### src/rtl/rvm_operand_fetch_pkg.sv
// Shared constants for the operand-fetch stage: adder op encodings and the
// fetch FSM state encoding.
package rvm_operand_fetch_pkg;

    // Adder operation encodings
    localparam logic [2:0] RVM_ARITH_NOP = 3'b000;
    localparam logic [2:0] RVM_ARITH_ADD = 3'b001;
    localparam logic [2:0] RVM_ARITH_SUB = 3'b010;

    // Fetch FSM states, one register-file read per RS1/RS2 cycle
    typedef enum logic [2:0] {
        RVM_OPF_IDLE = 3'd0,
        RVM_OPF_RS1  = 3'd1,
        RVM_OPF_RS2  = 3'd2,
        RVM_OPF_CAP  = 3'd3,
        RVM_OPF_OUT  = 3'd4
    } opf_state_t;

endpackage

### src/rtl/rvm_opfwd_mux.sv
// Per-operand write-back bypass: picks wb_data over rf_rdata when the write
// targets the same non-zero register being read and forwarding is enabled.
module rvm_opfwd_mux #(
    parameter int XLEN      = 32,
    parameter int RF_ADDR_W = 5
) (
    input  logic                 fwd_en,
    input  logic [RF_ADDR_W-1:0] idx,
    input  logic                 wb_en,
    input  logic [RF_ADDR_W-1:0] wb_addr,
    input  logic [XLEN-1:0]      wb_data,
    input  logic [XLEN-1:0]      rf_rdata,
    output logic [XLEN-1:0]      data
);

    logic hit;

    assign hit  = fwd_en && wb_en && (wb_addr == idx) && (idx != '0);
    assign data = hit ? wb_data : rf_rdata;

endmodule

### src/rtl/rvm_operand_fetch.sv
// Operand-fetch stage feeding the add/sub unit. Reads rs1 then rs2 over one
// synchronous register-file port, muxes in pc/imm, and presents lhs/rhs/op
// under valid/ready. op is forced to NOP whenever operands are not presented.
// Optional build macro RVM_OPFWD_EN enables write-back bypass on both reads;
// without it the wb_* ports are ignored.
module rvm_operand_fetch
    import rvm_operand_fetch_pkg::*;
#(
    parameter int XLEN      = 32,
    parameter int RF_ADDR_W = 5
) (
    input  logic                 clk,
    input  logic                 resetn,
    input  logic                 flush,
    input  logic                 in_valid,
    output logic                 in_ready,
    input  logic [RF_ADDR_W-1:0] in_rs1,
    input  logic [RF_ADDR_W-1:0] in_rs2,
    input  logic [XLEN-1:0]      in_imm,
    input  logic [XLEN-1:0]      in_pc,
    input  logic                 in_use_imm,
    input  logic                 in_use_pc,
    input  logic [2:0]           in_op,
    output logic                 rf_rden,
    output logic [RF_ADDR_W-1:0] rf_addr,
    input  logic [XLEN-1:0]      rf_rdata,
    input  logic                 wb_en,
    input  logic [RF_ADDR_W-1:0] wb_addr,
    input  logic [XLEN-1:0]      wb_data,
    output logic [XLEN-1:0]      lhs,
    output logic [XLEN-1:0]      rhs,
    output logic [2:0]           op,
    output logic                 out_valid,
    input  logic                 out_ready
);

    opf_state_t           state, state_next;
    logic [RF_ADDR_W-1:0] rs1_q, rs2_q;
    logic [XLEN-1:0]      imm_q, pc_q;
    logic                 use_imm_q, use_pc_q;
    logic [2:0]           op_q;
    logic                 accept;
    logic                 fwd_en;
    logic [XLEN-1:0]      rs1_data, rs2_data;

`ifdef RVM_OPFWD_EN
    assign fwd_en = 1'b1;
`else
    assign fwd_en = 1'b0;
`endif

    rvm_opfwd_mux #(.XLEN(XLEN), .RF_ADDR_W(RF_ADDR_W)) u_fwd_rs1 (
        .fwd_en   (fwd_en),
        .idx      (rs1_q),
        .wb_en    (wb_en),
        .wb_addr  (wb_addr),
        .wb_data  (wb_data),
        .rf_rdata (rf_rdata),
        .data     (rs1_data)
    );

    rvm_opfwd_mux #(.XLEN(XLEN), .RF_ADDR_W(RF_ADDR_W)) u_fwd_rs2 (
        .fwd_en   (fwd_en),
        .idx      (rs2_q),
        .wb_en    (wb_en),
        .wb_addr  (wb_addr),
        .wb_data  (wb_data),
        .rf_rdata (rf_rdata),
        .data     (rs2_data)
    );

    assign in_ready  = (state == RVM_OPF_IDLE);
    assign accept    = in_valid && in_ready && !flush;
    assign out_valid = (state == RVM_OPF_OUT);
    assign op        = out_valid ? op_q : RVM_ARITH_NOP;

    // Next-state and register-file read control
    always_comb begin
        // NOTE: every comb output gets a default first so no path leaves it unassigned (no latch).
        state_next = state;
        rf_rden    = 1'b0;
        rf_addr    = '0;
        unique case (state)
            RVM_OPF_IDLE: if (in_valid) state_next = RVM_OPF_RS1;
            RVM_OPF_RS1: begin
                rf_addr    = rs1_q;
                rf_rden    = !use_pc_q && (rs1_q != '0);
                state_next = RVM_OPF_RS2;
            end
            RVM_OPF_RS2: begin
                rf_addr    = rs2_q;
                rf_rden    = !use_imm_q && (rs2_q != '0);
                state_next = RVM_OPF_CAP;
            end
            RVM_OPF_CAP:  state_next = RVM_OPF_OUT;
            RVM_OPF_OUT:  if (out_ready) state_next = RVM_OPF_IDLE;
            default:      state_next = RVM_OPF_IDLE;
        endcase
        if (flush) state_next = RVM_OPF_IDLE;
    end

    // State register, request latch and operand capture
    always_ff @(posedge clk) begin
        // NOTE: sequential state uses non-blocking assignments so all registers update from pre-edge values.
        if (!resetn) begin
            state     <= RVM_OPF_IDLE;
            rs1_q     <= '0;
            rs2_q     <= '0;
            imm_q     <= '0;
            pc_q      <= '0;
            use_imm_q <= 1'b0;
            use_pc_q  <= 1'b0;
            op_q      <= RVM_ARITH_NOP;
            lhs       <= '0;
            rhs       <= '0;
        end else begin
            state <= state_next;
            if (accept) begin
                rs1_q     <= in_rs1;
                rs2_q     <= in_rs2;
                imm_q     <= in_imm;
                pc_q      <= in_pc;
                use_imm_q <= in_use_imm;
                use_pc_q  <= in_use_pc;
                op_q      <= in_op;
            end
            // rf_rdata in RS2 answers the rs1 read issued in RS1
            if (!flush && state == RVM_OPF_RS2)
                lhs <= use_pc_q ? pc_q : ((rs1_q == '0) ? '0 : rs1_data);
            // rf_rdata in CAP answers the rs2 read issued in RS2
            if (!flush && state == RVM_OPF_CAP)
                rhs <= use_imm_q ? imm_q : ((rs2_q == '0) ? '0 : rs2_data);
        end
    end

endmodule
### config.mk
export PLATFORM = sky130hd
export DESIGN_NAME = rvm_operand_fetch
export DESIGN_NICKNAME = d
export VERILOG_FILES = /design/src/rtl/rvm_operand_fetch_pkg.sv /design/src/rtl/rvm_opfwd_mux.sv /design/src/rtl/rvm_operand_fetch.sv
export SDC_FILE = /design/constraint.sdc
export NUM_CORES = 1
export LEC_CHECK = 0
export CAP_MARGIN = 20
export CORE_UTILIZATION = 41
export CTS_CLUSTER_SIZE = 10
export DETAILED_ROUTE_END_ITERATION = 8
export PLACE_DENSITY = 0.73
export SYNTH_ARGS = -nofsm -noshare
export SYNTH_HDL_FRONTEND = slang
export SYNTH_SLANG_ARGS = --single-unit
### constraint.sdc
create_clock -name clk -period 1.7 [get_ports clk]
set_input_delay 0.51 -clock clk [delete_from_list [all_inputs] [get_ports clk]]
set_output_delay 0.51 -clock clk [all_outputs]
set_load 0.02 [all_outputs]
* After elaboration in Yosys (flattened, before gate mapping)
Index checks and enable logic that the tools add are counted.
** Operators by class
- Multipliers :: 0
- Bitwise operators :: 1
- Order comparisons :: 0
- Reductions and logical operators :: 16
- Add/subtract/negate cells :: 0
- Div/mod/pow operators :: 0
- Multiplexer cells :: 10
- Equal/unequal tests :: 6
- Shift-type cells :: 0
** Operator list (number)
- $mux W32 :: 4
- $pmux W3 S5 :: 1
- $logic_not A5 Y1 :: 2
- $pmux W5 S2 :: 1
- $reduce_bool A5 Y1 :: 2
- $mux W3 :: 3
- $eq A3 B2 Y1 const B :: 2
- $logic_and A1 B1 Y1 :: 6
- $eq A3 B1 Y1 const B :: 1
- $eq A3 B3 Y1 const B :: 1
- $logic_not A1 Y1 :: 3
- $logic_not A3 Y1 :: 1
- $ne A2 B1 Y1 const B :: 1
- $ne A2 B2 Y1 const B :: 1
- $pmux W1 S2 :: 1
- $reduce_and A2 Y1 :: 1
- $reduce_or A2 Y1 :: 1
- $not A1 Y1 :: 1
** Word-level totals
- Latch bits :: 0
- Memories :: 0
- ROM bits :: 0
- Output and inout bits :: 75
- Logic and storage cells :: 43
- Flip-flop bits (word level) :: 146
- Bits of input ports :: 154
- Memory bits (writable) :: 0

* Depth between registers and ports, before layout
- Depth in word-level cells :: 3
- Mapped depth :: 8
- Gate-level depth less buffers :: 4

* By module
From an unflattened synthesis, not the netlist that was laid out.
** Second synthesis, totals
- Cell total of the unflattened synthesis :: 866
- Area total of the unflattened synthesis :: 7721.2 um2
** Modules (own cells, without submodules)
- rvm_operand_fetch :: cells each 774, seq. area each 2922.8 um2, area each 6520.0 um2, times used 1
- rvm_opfwd_mux :: cells each 46, seq. area each 0.0 um2, area each 600.6 um2, times used 2

* Least setup slack after synthesis
OpenSTA, ideal clock, no wires.
- Path type :: register to output
- Start :: reg state[2]
- End :: out op[0]
- Arrival :: 1.605 ns
- Stages on the path, launching flop included :: 4
- Path buffers :: 1
- Setup slack :: -0.415 ns
- Required time :: 1.190 ns
- Path through :: dfxtp_1 -> buf_2 -> nor3b_1 -> and2_1
** On the way
- Longest elaborated chain between the ends :: 2
** RTL lines
- start: declaration :: line rvm_operand_fetch.sv:37 : opf_state_t state, state_next;
- start signal: assignment :: line rvm_operand_fetch.sv:117 : state <= state_next;
- $eq A3 B3 Y1 :: line rvm_operand_fetch.sv:74 : assign out_valid = (state == RVM_OPF_OUT);
- net out_valid :: line rvm_operand_fetch.sv:33 : output logic out_valid,
- $mux W3 :: line rvm_operand_fetch.sv:75 : assign op = out_valid ? op_q : RVM_ARITH_NOP;
- end: declaration :: line rvm_operand_fetch.sv:32 : output logic [2:0] op,
The timed path passes the listed nets, and every way through them passes these cells.

* Worst setup path after layout
- Start :: reg rs1_q[2]
- End :: out rf_rden
** On the way
- Longest elaborated chain between the ends :: 3
** RTL lines
- start: declaration :: line rvm_operand_fetch.sv:38 : logic [RF_ADDR_W-1:0] rs1_q, rs2_q;
- start signal: assignment :: line rvm_operand_fetch.sv:119 : rs1_q <= in_rs1;
- $reduce_bool A5 Y1
- $logic_and A1 B1 Y1 :: line rvm_operand_fetch.sv:87 : rf_rden = !use_pc_q && (rs1_q != '0);
- $pmux W1 S2 :: line rvm_operand_fetch.sv:83 : unique case (state)
- end: declaration :: line rvm_operand_fetch.sv:24 : output logic rf_rden,
Every way passes these cells.

==> impl_metrics.toml <==
[status]
status = "complete, but fails checks"
violations = "setup timing"

[run]
maxCapViolations = 0

[clocking]
cts_hold_buf = 0
cts_root_buf = "clkbuf_16"
clock_sinks = 146
clockBufferDepth = 2
path_clk_slew_ns = 0.06
ctsHtreeMaxLevel = 4
cts_buffers = 17
clk_latency_ns = 0.42
cts_tree = "yes"

[sta]
hold_violations = 0
drv_slew = 0
rsz0062_at_grt = "true"
min_period_ns = 2.271
finalSetupViolCount = 11
slew_headroom_pct = 61.75
skew_ns = 0.006804
timing.hold.ws_ns = 0.4717
layout_setup_ws_ns = -0.5711
fmax_mhz = 440.3
worst_pin_slew_ns = 0.5737
fin_crit_sh_pct = 133.6

[critical_path]
cp-start-kind = "register"
worst-endpoint-arrival_ns = 1.76
critical_path.cell_chain = "or4_4, o211ai_1, a21oi_2, buf_4"
criticalPathCategory = "reg -> out"
slowest_stage = "or4_4"
end_kind = "primary output"
critPathRequiredTime_ns = 1.19
slowest_delay_ns = 0.53
path_max_fanout = 2

[logic_synthesis]
synth_enable_flop_cells = 0
synth.top_cells.by_count = "146 x dfxtp_1, 143 x o21ai_0, 79 x a21boi_1, 79 x nand3_1, 68 x clkbuf_1"
synthArstFlopShare_pct = 0
yosysSeqAreaShare_pct = 44.85
yosysMostFrequentCell = "dfxtp_1"
syn-cell-area_um2 = 6516
synthFlopType = "dfxtp_1"
yosysWarnings = 0
syn-mean-instance-area_um2 = 8.430
synth_top_cell_area_share_pct = 44.85
ys_top_cells_by_area = "dfxtp_1 45%, o21ai_0 11%, a21boi_1 9.1%"
synth_cells = 773
syn-num-nets = 927
ys_ff_latch = 146
yosysTopAreaCell = "dfxtp_1"
yosysUniqueCellTypes = 29

[final_layout]
n_antenna_cell = 0
multi_input_area_um2 = 3139
area_growth_pct = 45.79
fin_area_um2 = 9500
nets = 1096
instances_no_fill = 1164
fillers = 1363
drive_gt1_share_pct = 12.91
ff_latch_area_um2 = 2932

[drt]
postRouteAntennaNets = 0
post_drt_wl_per_cell_um = 18.81
drt_wl_total_um = 21890
via_per_inst = 5.764
drt_iter0_drc = 542
vias = 6709
drc = 0
drt_pre_antenna_iters = 5

[placed_design]
dp_hpwl_um = 12970
dpl_cell_area_um2 = 8605
port_buffers = 190
dpl.cell_count = 1116
routabilityCongestion = 0.7873

[power]
ir_drop_uv = 674.4
seq_power_share_pct = 40.2
p_int_w = 0.006832
combPwrFrac_pct = 13.0
pwr-share-clk_pct = 46.8
p_total_w = 0.008914
p_leak_nw = 3.585
switching_share_pct = 23.36
power.density_nw_per_um2 = 938.3
power_switching_w = 0.002082

[floorplanning]
row_count = 45
initial_utilization_pct = 42.39
die_x_um = 128.1
core_area_um2 = 15370
ios = 229
dieArea_um2 = 16400
die_h_um = 128.1

[global_route]
grt_pass1_vias = 6267
grt_max_degree = 80
antenna_found_initial = 1
grt_pass1_wl_um = 32790
grt_use_total_pct = 25.68
overflow = 0

[worst_hold_path]
hold_path.class = "reg -> reg"
-- power groups by stage --
stage	combinational, W	clock (W)	sequential, W
2_1_floorplan	0.000594	0	0.00366
3_3_place_gp	0.00108	0	0.00365
3_5_place_dp	0.00109	0	0.00365
4_1_cts	0.00111	0.00423	0.00358
5_1_grt	0.00124	0.00437	0.00359
6_report	0.00116	0.00417	0.00358
-- worst max-delay path, delay by kind of cell (launching register included) --
kind	cells	cell delay [ns]
flip-flops	1	0.32
buffers and inverters	1	0.16
AND/OR/NAND/NOR	1	0.53
AO/OA/AOI/OAI	2	0.33
-- state kept, by name, summed over array words and instances (netlist names) --
signal,cells
rs2_q,5
state,3
pc_q,32
rs1_q,5
op_q,3
use_pc_q,1
imm_q,32
lhs,32
use_imm_q,1
rhs,32
-- kinds of logic (layout without fill, tap and decap cells) --
family | Yosys count | count (layout) | share of synthesized area (%)
AOI/OAI and AO/OA | 359 | 359 | 34.56
and+or+nand+nor | 168 | 168 | 12.31
DFF | 146 | 146 | 44.85
buffers and inverters | 100 | 280 | 8.276
-- layout by cell type, fill, tap and decap left out, types with 2 or more instances in the layout --
master and count:
o21ai_0 143, dfxtp_1 143, clkdlybuf4s50_1 114, nand3_1 79
a21boi_1 79, o211ai_1 66, nand2_1 64, a31oi_1 64
dlygate4sd2_1 64, buf_4 38, clkbuf_16 20, buf_6 17
buf_12 8, bufinv_16 5, a22oi_2 4, nor2_1 4
clkbuf_8 4, nor2b_4 3, nor2_2 3, or4_4 2
inv_1 2, and2_4 2, nand2b_1 2, clkinv_2 2
buf_8 2, dfxtp_4 2
-- stage by stage --
stage	setup slack, ns	util [%]	setup TNS (ns)
6_report	-0.5711	61.81	-3.401
5_1_grt	-0.6183	61.81	-4.091
4_1_cts	-0.5595	60.51	-3.456
3_5_place_dp	-0.5425	55.98	-40.88
3_3_place_gp	-0.5058	55.98	-36.41
2_1_floorplan	-0.2049	-	-0.2994
-- what timing repair did --
| item | in CTS | in global routing |
|---|---|---|
| gates resized for setup | 142 | 22 |
| endpoints found under the setup margin | 154 | 75 |
| pin swaps | 11 | 10 |
| buffers inserted | 7 | 9 |
| cloned | 0 | 3 |
-- metal layers --
layer  track usage (%)  vias to the layer above  share of wire (%)
li1                  -                     3170                  -
met1             33.51                     3184                 43
met2             41.34                      316                 47
met3             5.760                       37                8.1
met4             9.827                        2                1.5
met5                 0                        -              0.059
-- final cells by class --
type	instances	area share, %
timing repair buffer	247	26.01
tap	211	2.779
clock buffer	21	5.057
clock inverter	9	1.857
inverter	3	0.3951
sequential	146	30.86
multi-input combinational	527	33.04
-- final timing paths --
path	from	endpoint	slack (ns)	cells after the start
hold / removal	imm_q[9]	rhs[9]	0.47	2
setup / recovery	rs1_q[2]	rf_rden	-0.57	4
hold reg to reg	imm_q[9]	rhs[9]	0.47	2
setup reg to reg	state[2]	lhs[2]	0.03	6
Note: power is estimated with default switching activity, not from simulation.
